==> config.mk <==
export PLATFORM = sky130hd
export DESIGN_NAME = mem_req_xbar
export DESIGN_NICKNAME = d
export VERILOG_FILES = /design/src/rtl/mem_req_xbar.sv
export SDC_FILE = /design/constraint.sdc
export NUM_CORES = 1
export LEC_CHECK = 0
export CORE_AREA = 2 2 265 267
export CTS_CLUSTER_SIZE = 30
export DETAILED_ROUTE_END_ITERATION = 10
export DIE_AREA = 0 0 267 269
export GPL_ROUTABILITY_DRIVEN = 0
export PLACE_DENSITY = 0.53
export SLEW_MARGIN = 30
export SYNTH_ARGS = -nofsm -noshare
export SYNTH_HDL_FRONTEND = slang
export SYNTH_SLANG_ARGS = --single-unit
==> constraint.sdc <==
create_clock -name clk -period 8 [get_ports clk]
set_input_delay 1.2 -clock clk [delete_from_list [all_inputs] [get_ports clk]]
set_output_delay 1.2 -clock clk [all_outputs]
set_load 0.05 [all_outputs]
==> src/rtl/mem_req_xbar.sv <==
`default_nettype none
// ============================================================================
// Module   : mem_req_xbar
// Brief    : Parametrised req/gnt crossbar with per-slave round-robin,
//            response routing and an internal decode-error responder.
// Revision : 1.0 - initial release
// ============================================================================
module mem_req_xbar #(
  parameter int NB_MASTER  = 3,
  parameter int NB_SLAVE   = 3,
  parameter int ADDR_WIDTH = 32,
  parameter int DATA_WIDTH = 32,
  parameter logic [NB_SLAVE*ADDR_WIDTH-1:0] START_ADDR =
    {32'h1A10_0000, 32'h0010_0000, 32'h0000_0000},
  parameter logic [NB_SLAVE*ADDR_WIDTH-1:0] END_ADDR =
    {32'h1A11_FFFF, 32'h0FFF_FFFF, 32'h000F_FFFF}
) (
  input  logic                             clk,
  input  logic                             rst_n,
  input  logic [NB_MASTER-1:0]             m_req_i,
  output logic [NB_MASTER-1:0]             m_gnt_o,
  input  logic [NB_MASTER*ADDR_WIDTH-1:0]  m_addr_i,
  input  logic [NB_MASTER-1:0]             m_we_i,
  input  logic [NB_MASTER*DATA_WIDTH/8-1:0] m_be_i,
  input  logic [NB_MASTER*DATA_WIDTH-1:0]  m_wdata_i,
  output logic [NB_MASTER-1:0]             m_rvalid_o,
  output logic [NB_MASTER*DATA_WIDTH-1:0]  m_rdata_o,
  output logic [NB_MASTER-1:0]             m_err_o,
  output logic [NB_SLAVE-1:0]              s_req_o,
  input  logic [NB_SLAVE-1:0]              s_gnt_i,
  output logic [NB_SLAVE*ADDR_WIDTH-1:0]   s_addr_o,
  output logic [NB_SLAVE-1:0]              s_we_o,
  output logic [NB_SLAVE*DATA_WIDTH/8-1:0] s_be_o,
  output logic [NB_SLAVE*DATA_WIDTH-1:0]   s_wdata_o,
  input  logic [NB_SLAVE-1:0]              s_rvalid_i,
  input  logic [NB_SLAVE*DATA_WIDTH-1:0]   s_rdata_i,
  input  logic [NB_SLAVE-1:0]              s_err_i,
  output logic [7:0]                       dec_err_cnt_o,
  output logic [ADDR_WIDTH-1:0]            dec_err_addr_o
);

  localparam int C_BE_WIDTH = DATA_WIDTH / 8;
  localparam int C_MIDX_W   = (NB_MASTER > 1) ? $clog2(NB_MASTER) : 1;
  localparam int C_SIDX_W   = (NB_SLAVE > 1) ? $clog2(NB_SLAVE) : 1;

  logic [NB_SLAVE-1:0]   r_busy;
  logic [C_MIDX_W-1:0]   r_owner  [NB_SLAVE];
  logic [C_MIDX_W-1:0]   r_rr_ptr [NB_SLAVE];
  logic [NB_MASTER-1:0]  r_pending;
  logic [NB_MASTER-1:0]  r_derr;
  logic [7:0]            r_err_cnt;
  logic [ADDR_WIDTH-1:0] r_err_addr;

  logic [NB_MASTER-1:0]  w_hit;
  logic [NB_MASTER-1:0]  w_elig;
  logic [NB_MASTER-1:0]  w_derr_gnt;
  logic [C_SIDX_W-1:0]   w_sel [NB_MASTER];
  logic [NB_SLAVE-1:0]   w_found;
  logic [C_MIDX_W-1:0]   w_win [NB_SLAVE];
  logic [9:0]            w_cnt_sum;
  logic [ADDR_WIDTH-1:0] w_err_addr;

  // Scan regions high to low so the lowest matching index wins on overlap.
  always_comb begin
    for (int m = 0; m < NB_MASTER; m++) begin
      w_hit[m] = 1'b0;
      w_sel[m] = '0;
      for (int k = NB_SLAVE - 1; k >= 0; k--) begin
        if (m_addr_i[m*ADDR_WIDTH +: ADDR_WIDTH] >= START_ADDR[k*ADDR_WIDTH +: ADDR_WIDTH] &&
            m_addr_i[m*ADDR_WIDTH +: ADDR_WIDTH] <= END_ADDR[k*ADDR_WIDTH +: ADDR_WIDTH]) begin
          w_hit[m] = 1'b1;
          w_sel[m] = C_SIDX_W'(k);
        end
      end
      w_elig[m]     = m_req_i[m] & ~r_pending[m] & ~r_derr[m];
      w_derr_gnt[m] = w_elig[m] & ~w_hit[m];
    end
  end

  always_comb begin
    int idx;
    idx = 0;
    for (int k = 0; k < NB_SLAVE; k++) begin
      w_found[k] = 1'b0;
      w_win[k]   = '0;
      if (!r_busy[k]) begin
        for (int i = 0; i < NB_MASTER; i++) begin
          idx = int'(r_rr_ptr[k]) + i;
          if (idx >= NB_MASTER) idx = idx - NB_MASTER;
          if (!w_found[k] && w_elig[idx] && w_hit[idx] && w_sel[idx] == C_SIDX_W'(k)) begin
            w_found[k] = 1'b1;
            w_win[k]   = C_MIDX_W'(idx);
          end
        end
      end
    end
  end

  always_comb begin
    m_gnt_o    = w_derr_gnt;
    m_rvalid_o = r_derr;
    m_err_o    = r_derr;
    m_rdata_o  = '0;
    s_req_o    = '0;
    s_addr_o   = '0;
    s_we_o     = '0;
    s_be_o     = '0;
    s_wdata_o  = '0;
    for (int k = 0; k < NB_SLAVE; k++) begin
      if (w_found[k]) begin
        s_req_o[k]                             = 1'b1;
        s_addr_o[k*ADDR_WIDTH +: ADDR_WIDTH]   = m_addr_i[int'(w_win[k])*ADDR_WIDTH +: ADDR_WIDTH];
        s_we_o[k]                              = m_we_i[w_win[k]];
        s_be_o[k*C_BE_WIDTH +: C_BE_WIDTH]     = m_be_i[int'(w_win[k])*C_BE_WIDTH +: C_BE_WIDTH];
        s_wdata_o[k*DATA_WIDTH +: DATA_WIDTH]  = m_wdata_i[int'(w_win[k])*DATA_WIDTH +: DATA_WIDTH];
        m_gnt_o[w_win[k]]                      = s_gnt_i[k];
      end
      // Responses from an idle slave are dropped here.
      if (r_busy[k] && s_rvalid_i[k]) begin
        m_rvalid_o[r_owner[k]]                             = 1'b1;
        m_err_o[r_owner[k]]                                = s_err_i[k];
        m_rdata_o[int'(r_owner[k])*DATA_WIDTH +: DATA_WIDTH] = s_rdata_i[k*DATA_WIDTH +: DATA_WIDTH];
      end
    end
  end

  always_comb begin
    w_cnt_sum  = {2'b00, r_err_cnt};
    w_err_addr = r_err_addr;
    for (int m = 0; m < NB_MASTER; m++) begin
      if (w_derr_gnt[m]) begin
        w_cnt_sum  = w_cnt_sum + 10'd1;
        w_err_addr = m_addr_i[m*ADDR_WIDTH +: ADDR_WIDTH];
      end
    end
  end

  always_ff @(posedge clk or negedge rst_n) begin
    if (!rst_n) begin
      r_busy     <= '0;
      r_pending  <= '0;
      r_derr     <= '0;
      r_err_cnt  <= '0;
      r_err_addr <= '0;
      for (int k = 0; k < NB_SLAVE; k++) begin
        r_owner[k]  <= '0;
        r_rr_ptr[k] <= '0;
      end
    end else begin
      r_derr     <= w_derr_gnt;
      r_err_cnt  <= (w_cnt_sum > 10'd255) ? 8'hFF : w_cnt_sum[7:0];
      r_err_addr <= w_err_addr;
      for (int k = 0; k < NB_SLAVE; k++) begin
        if (r_busy[k] && s_rvalid_i[k]) begin
          r_busy[k]             <= 1'b0;
          r_pending[r_owner[k]] <= 1'b0;
        end else if (w_found[k] && s_gnt_i[k]) begin
          r_busy[k]           <= 1'b1;
          r_owner[k]          <= w_win[k];
          r_pending[w_win[k]] <= 1'b1;
          r_rr_ptr[k]         <= (w_win[k] == C_MIDX_W'(NB_MASTER - 1)) ? '0 : w_win[k] + 1'b1;
        end
      end
    end
  end

  assign dec_err_cnt_o  = r_err_cnt;
  assign dec_err_addr_o = r_err_addr;

endmodule
`default_nettype wire
# After elaboration in Yosys (flattened, before gate mapping)
# Index checks and enable logic that the tools add are counted.
dict set report totals {
  latch_bits 0
  out_inout_bits 355
  mem_bits_ro 0
  n_memories 0
  register_bits 61
  mem_bits_rw 0
  in_bits 317
  elab_cells 445
}
dict set report op_classes {
  n_addsub 24
  order_cmp 58
  muxes 222
  shift 15
  n_div 0
  eq_ne 9
  mul 0
  reduce_logical 61
  bitwise_logic 43
}
# op count
set op_table {}
lappend op_table {{32-bit two-way mux} 27}
lappend op_table {{96-bit by 8-bit variable part select with 32-bit output} 6}
lappend op_table {{32-bit by 3-bit greater-or-equal comparator with 1-bit output (second input constant)} 9}
lappend op_table {{32-bit by 4-bit less-than comparator with 1-bit output (second input constant)} 9}
lappend op_table {{96-bit two-way mux} 3}
lappend op_table {{32-bit NOT} 9}
lappend op_table {{32-bit by 33-bit variable shift with 96-bit output (first input constant)} 3}
lappend op_table {{32-bit by 33-bit variable part select with 96-bit output} 3}
lappend op_table {{96-bit bitwise mux} 2}
lappend op_table {{7-bit negation with 33-bit output} 3}
lappend op_table {{96-bit AND} 1}
lappend op_table {{32-bit by 1-bit greater-or-equal comparator with 1-bit output (second input constant)} 3}
lappend op_table {{32-bit by 21-bit greater-or-equal comparator with 1-bit output (second input constant)} 3}
lappend op_table {{32-bit by 29-bit greater-or-equal comparator with 1-bit output (second input constant)} 3}
lappend op_table {{32-bit by 20-bit <= comparator with 1-bit output (second input constant)} 3}
lappend op_table {{32-bit by 28-bit <= comparator with 1-bit output (second input constant)} 3}
lappend op_table {{32-bit by 29-bit <= comparator with 1-bit output (second input constant)} 3}
lappend op_table {{1-bit two-way mux} 84}
lappend op_table {{2-bit two-way mux} 42}
lappend op_table {{1-bit logical AND} 45}
lappend op_table {{3-bit two-way mux} 15}
lappend op_table {{1-bit binary-select mux with 2-bit select} 21}
lappend op_table {{2-bit binary-select mux with 2-bit select} 9}
lappend op_table {{12-bit by 5-bit variable part select with 4-bit output} 3}
lappend op_table {{30 further kinds} 120}

# Longest topological paths before layout
dict set report depth {
  depth_word 37
  mapped_depth 15
  mapped_depth_nobuf 15
}

# Worst setup path before layout
# No wires, ideal clock.
dict set report synth_timing {
  kind {input-to-output}
  from {input port m_addr_i[56]}
  to {output port s_addr_o[0]}
  n_path_buf 2
  cell_stages 10
  t_arrival_ps 5490
  setup_slack_ps 1310
  t_required_ps 6800
  cell_sequence {or4_4 > o41a_1 > or3_1 > and3_4 > o21a_1 > a21oi_1 > nand2b_1 > buf_2 > clkbuf_1 > o21ai_0}
}
dict set report synth_via {
  elab_chain_len 26
  word_cells_on_any_way 58
  classes_between {6 x order compare; 1 x shift; 35 x mux; 16 x reduce/logical}
}
# element line_no
set synth_lines {}
lappend synth_lines {{from (decl)} 22} ;# input logic [NB_MASTER*ADDR_WIDTH-1:0] m_addr_i,
lappend synth_lines {{32-bit by 29-bit greater-or-equal comparator with 1-bit output or 32-bit by 29-bit <= comparator with 1-bit output (tied branches)} {69, 70}}
lappend synth_lines {{1-bit logical AND} 69} ;# if (m_addr_i[m*ADDR_WIDTH +: ADDR_WIDTH] >= START_ADDR[k*ADDR_WIDTH +: ADDR_WIDTH] &&
lappend synth_lines {{2-bit two-way mux or 1-bit two-way mux (tied branches) (3 in series)} 69}
lappend synth_lines {{2-bit binary-select mux with 2-bit select or 1-bit binary-select mux with 2-bit select (tied branches)} 90} ;# if (!w_found[k] && w_elig[idx] && w_hit[idx] && w_sel[idx] == C_SIDX_W'(k)) begin
lappend synth_lines {{2-bit two-way mux (not written as such) or 1-bit two-way mux (tied branches) (2 in series)} 90}
lappend synth_lines {{2-bit zero test or 1-bit logical AND (tied branches)} 90}
lappend synth_lines {{1-bit logical AND} 90}
lappend synth_lines {{1-bit two-way mux} 90}
lappend synth_lines {{[... 5 more ...]} --}
lappend synth_lines {{1-bit two-way mux} 90}
lappend synth_lines {{1-bit two-way mux} 86} ;# if (!r_busy[k]) begin
lappend synth_lines {{1-bit zero test} 90}
lappend synth_lines {{1-bit logical AND (3 in series)} 90}
lappend synth_lines {{2-bit two-way mux} 90}
lappend synth_lines {{2-bit two-way mux} 86}
lappend synth_lines {{96-bit by 8-bit variable part select with 32-bit output} 112} ;# s_addr_o[k*ADDR_WIDTH +: ADDR_WIDTH] = m_addr_i[int'(w_win[k])*ADDR_WIDTH +: ADDR_WIDTH];
lappend synth_lines {{32-bit two-way mux (*)} 110} ;# if (w_found[k]) begin
lappend synth_lines {{to (decl)} 31} ;# output logic [NB_SLAVE*ADDR_WIDTH-1:0] s_addr_o,
# Every way passes the cells marked *; elsewhere a longest branch is shown, timed or not. The select of a mux whose other input is x is not followed.

# Final worst setup path
dict set report layout_timing {
  from {input port m_addr_i[55]}
  to {output port s_wdata_o[1]}
}
dict set report layout_via {
  elab_chain_len 26
  word_cells_on_any_way 58
  classes_between {6 x order compare; 1 x shift; 35 x mux; 16 x reduce/logical}
}
# element line_no
set layout_lines {}
lappend layout_lines {{32-bit by 29-bit greater-or-equal comparator with 1-bit output or 32-bit by 29-bit <= comparator with 1-bit output (tied branches)} {69, 70}}
lappend layout_lines {{1-bit logical AND} 69}
lappend layout_lines {{2-bit two-way mux or 1-bit two-way mux (tied branches) (3 in series)} 69}
lappend layout_lines {{2-bit binary-select mux with 2-bit select or 1-bit binary-select mux with 2-bit select (tied branches)} 90}
lappend layout_lines {{2-bit two-way mux (not written as such) or 1-bit two-way mux (tied branches) (2 in series)} 90}
lappend layout_lines {{2-bit zero test or 1-bit logical AND (tied branches)} 90}
lappend layout_lines {{1-bit logical AND} 90}
lappend layout_lines {{1-bit two-way mux} 90}
lappend layout_lines {{[... 5 more ...]} --}
lappend layout_lines {{1-bit two-way mux} 90}
lappend layout_lines {{1-bit two-way mux} 86}
lappend layout_lines {{1-bit zero test} 90}
lappend layout_lines {{1-bit logical AND (3 in series)} 90}
lappend layout_lines {{2-bit two-way mux} 90}
lappend layout_lines {{2-bit two-way mux} 86}
lappend layout_lines {{96-bit by 8-bit variable part select with 32-bit output} 115} ;# s_wdata_o[k*DATA_WIDTH +: DATA_WIDTH] = m_wdata_i[int'(w_win[k])*DATA_WIDTH +: DATA_WIDTH];
lappend layout_lines {{32-bit two-way mux (*)} 110}
lappend layout_lines {{to (decl)} 34} ;# output logic [NB_SLAVE*DATA_WIDTH-1:0] s_wdata_o,
# Marked as above.

==> results.json <==
{
  "cts_num_sinks": 61,
  "areaGrowthSynthToFinish_pct": 69.9,
  "yosys-top-cells-area": "mux2i_1, dfrtp_1, nand2_1",
  "synth_top_area_cell": "mux2i_1",
  "hold_slack_ns": 0.476,
  "mostFrequentLayoutCells": "clkdlybuf4s50_1, nand2_1, o21ai_0, mux2i_1, a22oi_1",
  "htreeDepth": 3,
  "pin_count": 672,
  "setup_viol": 0,
  "yosys_warnings": 0,
  "critical_path_peak_fanout": 24,
  "cts_root_buf": "clkbuf_16",
  "path_class": "input port to primary output",
  "wl_per_cell_um": 24.2,
  "portBuffers": 644,
  "drt_iter0_markers": 1067,
  "synthCells": 1615,
  "power_density_mw_per_mm2": 216,
  "post_cts_resized": 0,
  "finalSetupTns_ns": 0,
  "synth_cell_types": 74,
  "arrival_ns": 6.16,
  "nets": 2520,
  "vias": 15586,
  "tightest_slew_ns": 0.999,
  "dieArea_mm2": 0.0718,
  "startpoint_type": "input port",
  "cts_tree": "yes",
  "irDropWorstVdd_v": 0.000148,
  "grt_pass1_wl_um": 104000,
  "min_period_ns": 7.36,
  "dp_hpwl_um": 60500,
  "netlist.area_leader.share": 0.177,
  "vias_per_cell": 4.99,
  "final_common_cell": "clkdlybuf4s50_1",
  "cellLeakagePower_nw": 7.28,
  "synth_area_mm2": 0.0111,
  "cts_buffers": 9,
  "grt_max_degree": 74,
  "grt_pass1_vias": 14834,
  "antenna_found_initial": 19,
  "max_freq_mhz": 136,
  "synth_edf_count": 0,
  "report.final.slew_viol_count": 0,
  "drv_cap": 0,
  "power_mw": 4.09,
  "drc": 0,
  "relSlewSlack": 0.325,
  "drive_above_1_share": 0.0495,
  "rsz0062_at_grt": "no",
  "die_x_um": 267,
  "clk_latency_ns": 0.34,
  "dr.pass1.iters": 6,
  "ctsHoldBuffers": 0,
  "wl_met3_um": 6400,
  "post_cts_buffers": 0,
  "final_antenna_net_count": 0,
  "cp-end-kind": "primary output",
  "synthArstFlopShare": 1.00,
  "syn_area_per_cell_um2": 6.90,
  "skew_ns": 0.00927,
  "synth-seq-cells": 61,
  "yosysSeqAreaShare": 0.137,
  "cts_buffer_depth": 2,
  "start_util": 0.161,
  "finalHoldViolCount": 0,
  "top_layer": "met5",
  "met2_length_um": 37300,
  "grt_usage": 0.197,
  "stdcell_count": 3125,
  "worstPathRequired_ns": 6.80,
  "placementRows": 97,
  "routed_wirelength_um": 75600,
  "core_mm2": 0.0693,
  "path_clk_slew_ns": 0.06,
  "placedCellCount": 3105,
  "hold_path_class": "flip-flop to flip-flop",
  "wl_met1_um": 28100,
  "final.period_utilization": 0.920,
  "outcome": "finished, final reports clean",
  "grt-ovfl-total": 0,
  "die_h_um": 269,
  "synthFlopType": "dfrtp_1"
}
## critical path, cell delays in order
cell and delay [ns]:
clkdlybuf4s50_1 0.50, or4_4 0.57, nor4_1 0.70, o21ai_0 0.27, o221ai_1 0.44, o2111ai_1 0.29, a221oi_4 0.44, buf_12 0.26
buf_12 0.24, mux2i_1 0.10, o21ai_0 0.20, clkdlybuf4s50_1 0.85
## path summary, 6_finish.rpt
path	from	end	slack (ns)	cells past startpoint
max	m_addr_i[55]	s_wdata_o[1]	0.64	12
min reg2reg	dec_err_addr_o[2]$_DFFE_PN0P_	dec_err_addr_o[2]$_DFFE_PN0P_	0.48	2
min	dec_err_addr_o[2]$_DFFE_PN0P_	dec_err_addr_o[2]$_DFFE_PN0P_	0.48	2
max reg2reg	r_derr[0]$_DFF_PN0_	dec_err_cnt_o[4]$_DFF_PN0_	3.48	14
max in group asynchronous	rst_n	r_pending[0]$_DFF_PN0_	6.69	1
min in group asynchronous	rst_n	dec_err_addr_o[6]$_DFFE_PN0P_	0.86	1
## sequential cells by signal, summed over array words and instances (netlist names)
register        flops
r_pending           3
r_busy              3
r_derr              3
r_rr_ptr            6
dec_err_addr_o     32
dec_err_cnt_o       8
r_owner             6
## layer usage
layer | GRT usage | vias to the layer above
li1 | - | 7046
met1 | 0.218 | 7520
met2 | 0.352 | 849
met3 | 0.0506 | 153
met4 | 0.0926 | 18
met5 | 0 | -
## synthesized netlist by cell type, drive strengths merged (24+ instances only)
master,count
a211oi,71
o21ai,209
ha,27
clkbuf,107
nand2,324
buf,59
o211a,54
nand3,24
inv,27
nor2,100
dfrtp,61
a22oi,101
a21oi,64
mux2i,197
## metrics by stage
stage,utilization,worst slack (ns),cell area [um^2]
after floorplan,-,1.31,11200
after global placement,0.268,0.820,18600
after detailed placement,0.268,0.794,18600
after CTS,0.273,0.776,18900
after global routing,0.273,0.444,18900
final,0.273,0.643,18900
## report_power, final
group / internal (mW) / leakage (nW) / switching [mW] / total (mW)
clock network: 0.249 / 0.149 / 0.162 / 0.411
registers: 0.439 / 0.754 / 0.117 / 0.555
logic: 1.05 / 6.37 / 2.07 / 3.12
total: 1.74 / 7.28 / 2.35 / 4.09
## cell families after synthesis
family | count (synthesis) | share of synthesized area
adder cells (fa/ha/maj) | 31 | 0.0339
AND/OR/NAND/NOR | 547 | 0.216
AO/OA/AOI/OAI | 569 | 0.342
XOR/XNOR | 12 | 0.00943
multiplexers | 200 | 0.180
flip-flops | 61 | 0.137
other | 1 | 0.000337
buffers and inverters | 194 | 0.0805
## final cells by class
cell class                      instances  area (um^2)
Inverter                               28          105
Clock buffer                           10          239
Fill cell                            7511        50400
Sequential cell                        61         1530
Tap cell                              940         1180
Multi-Input combinational cell       1386         8960
Antenna cell                            4         10.0
Clock inverter                          6         61.3
Timing Repair Buffer                  690         6840
Power figures use the tool's default switching activity.
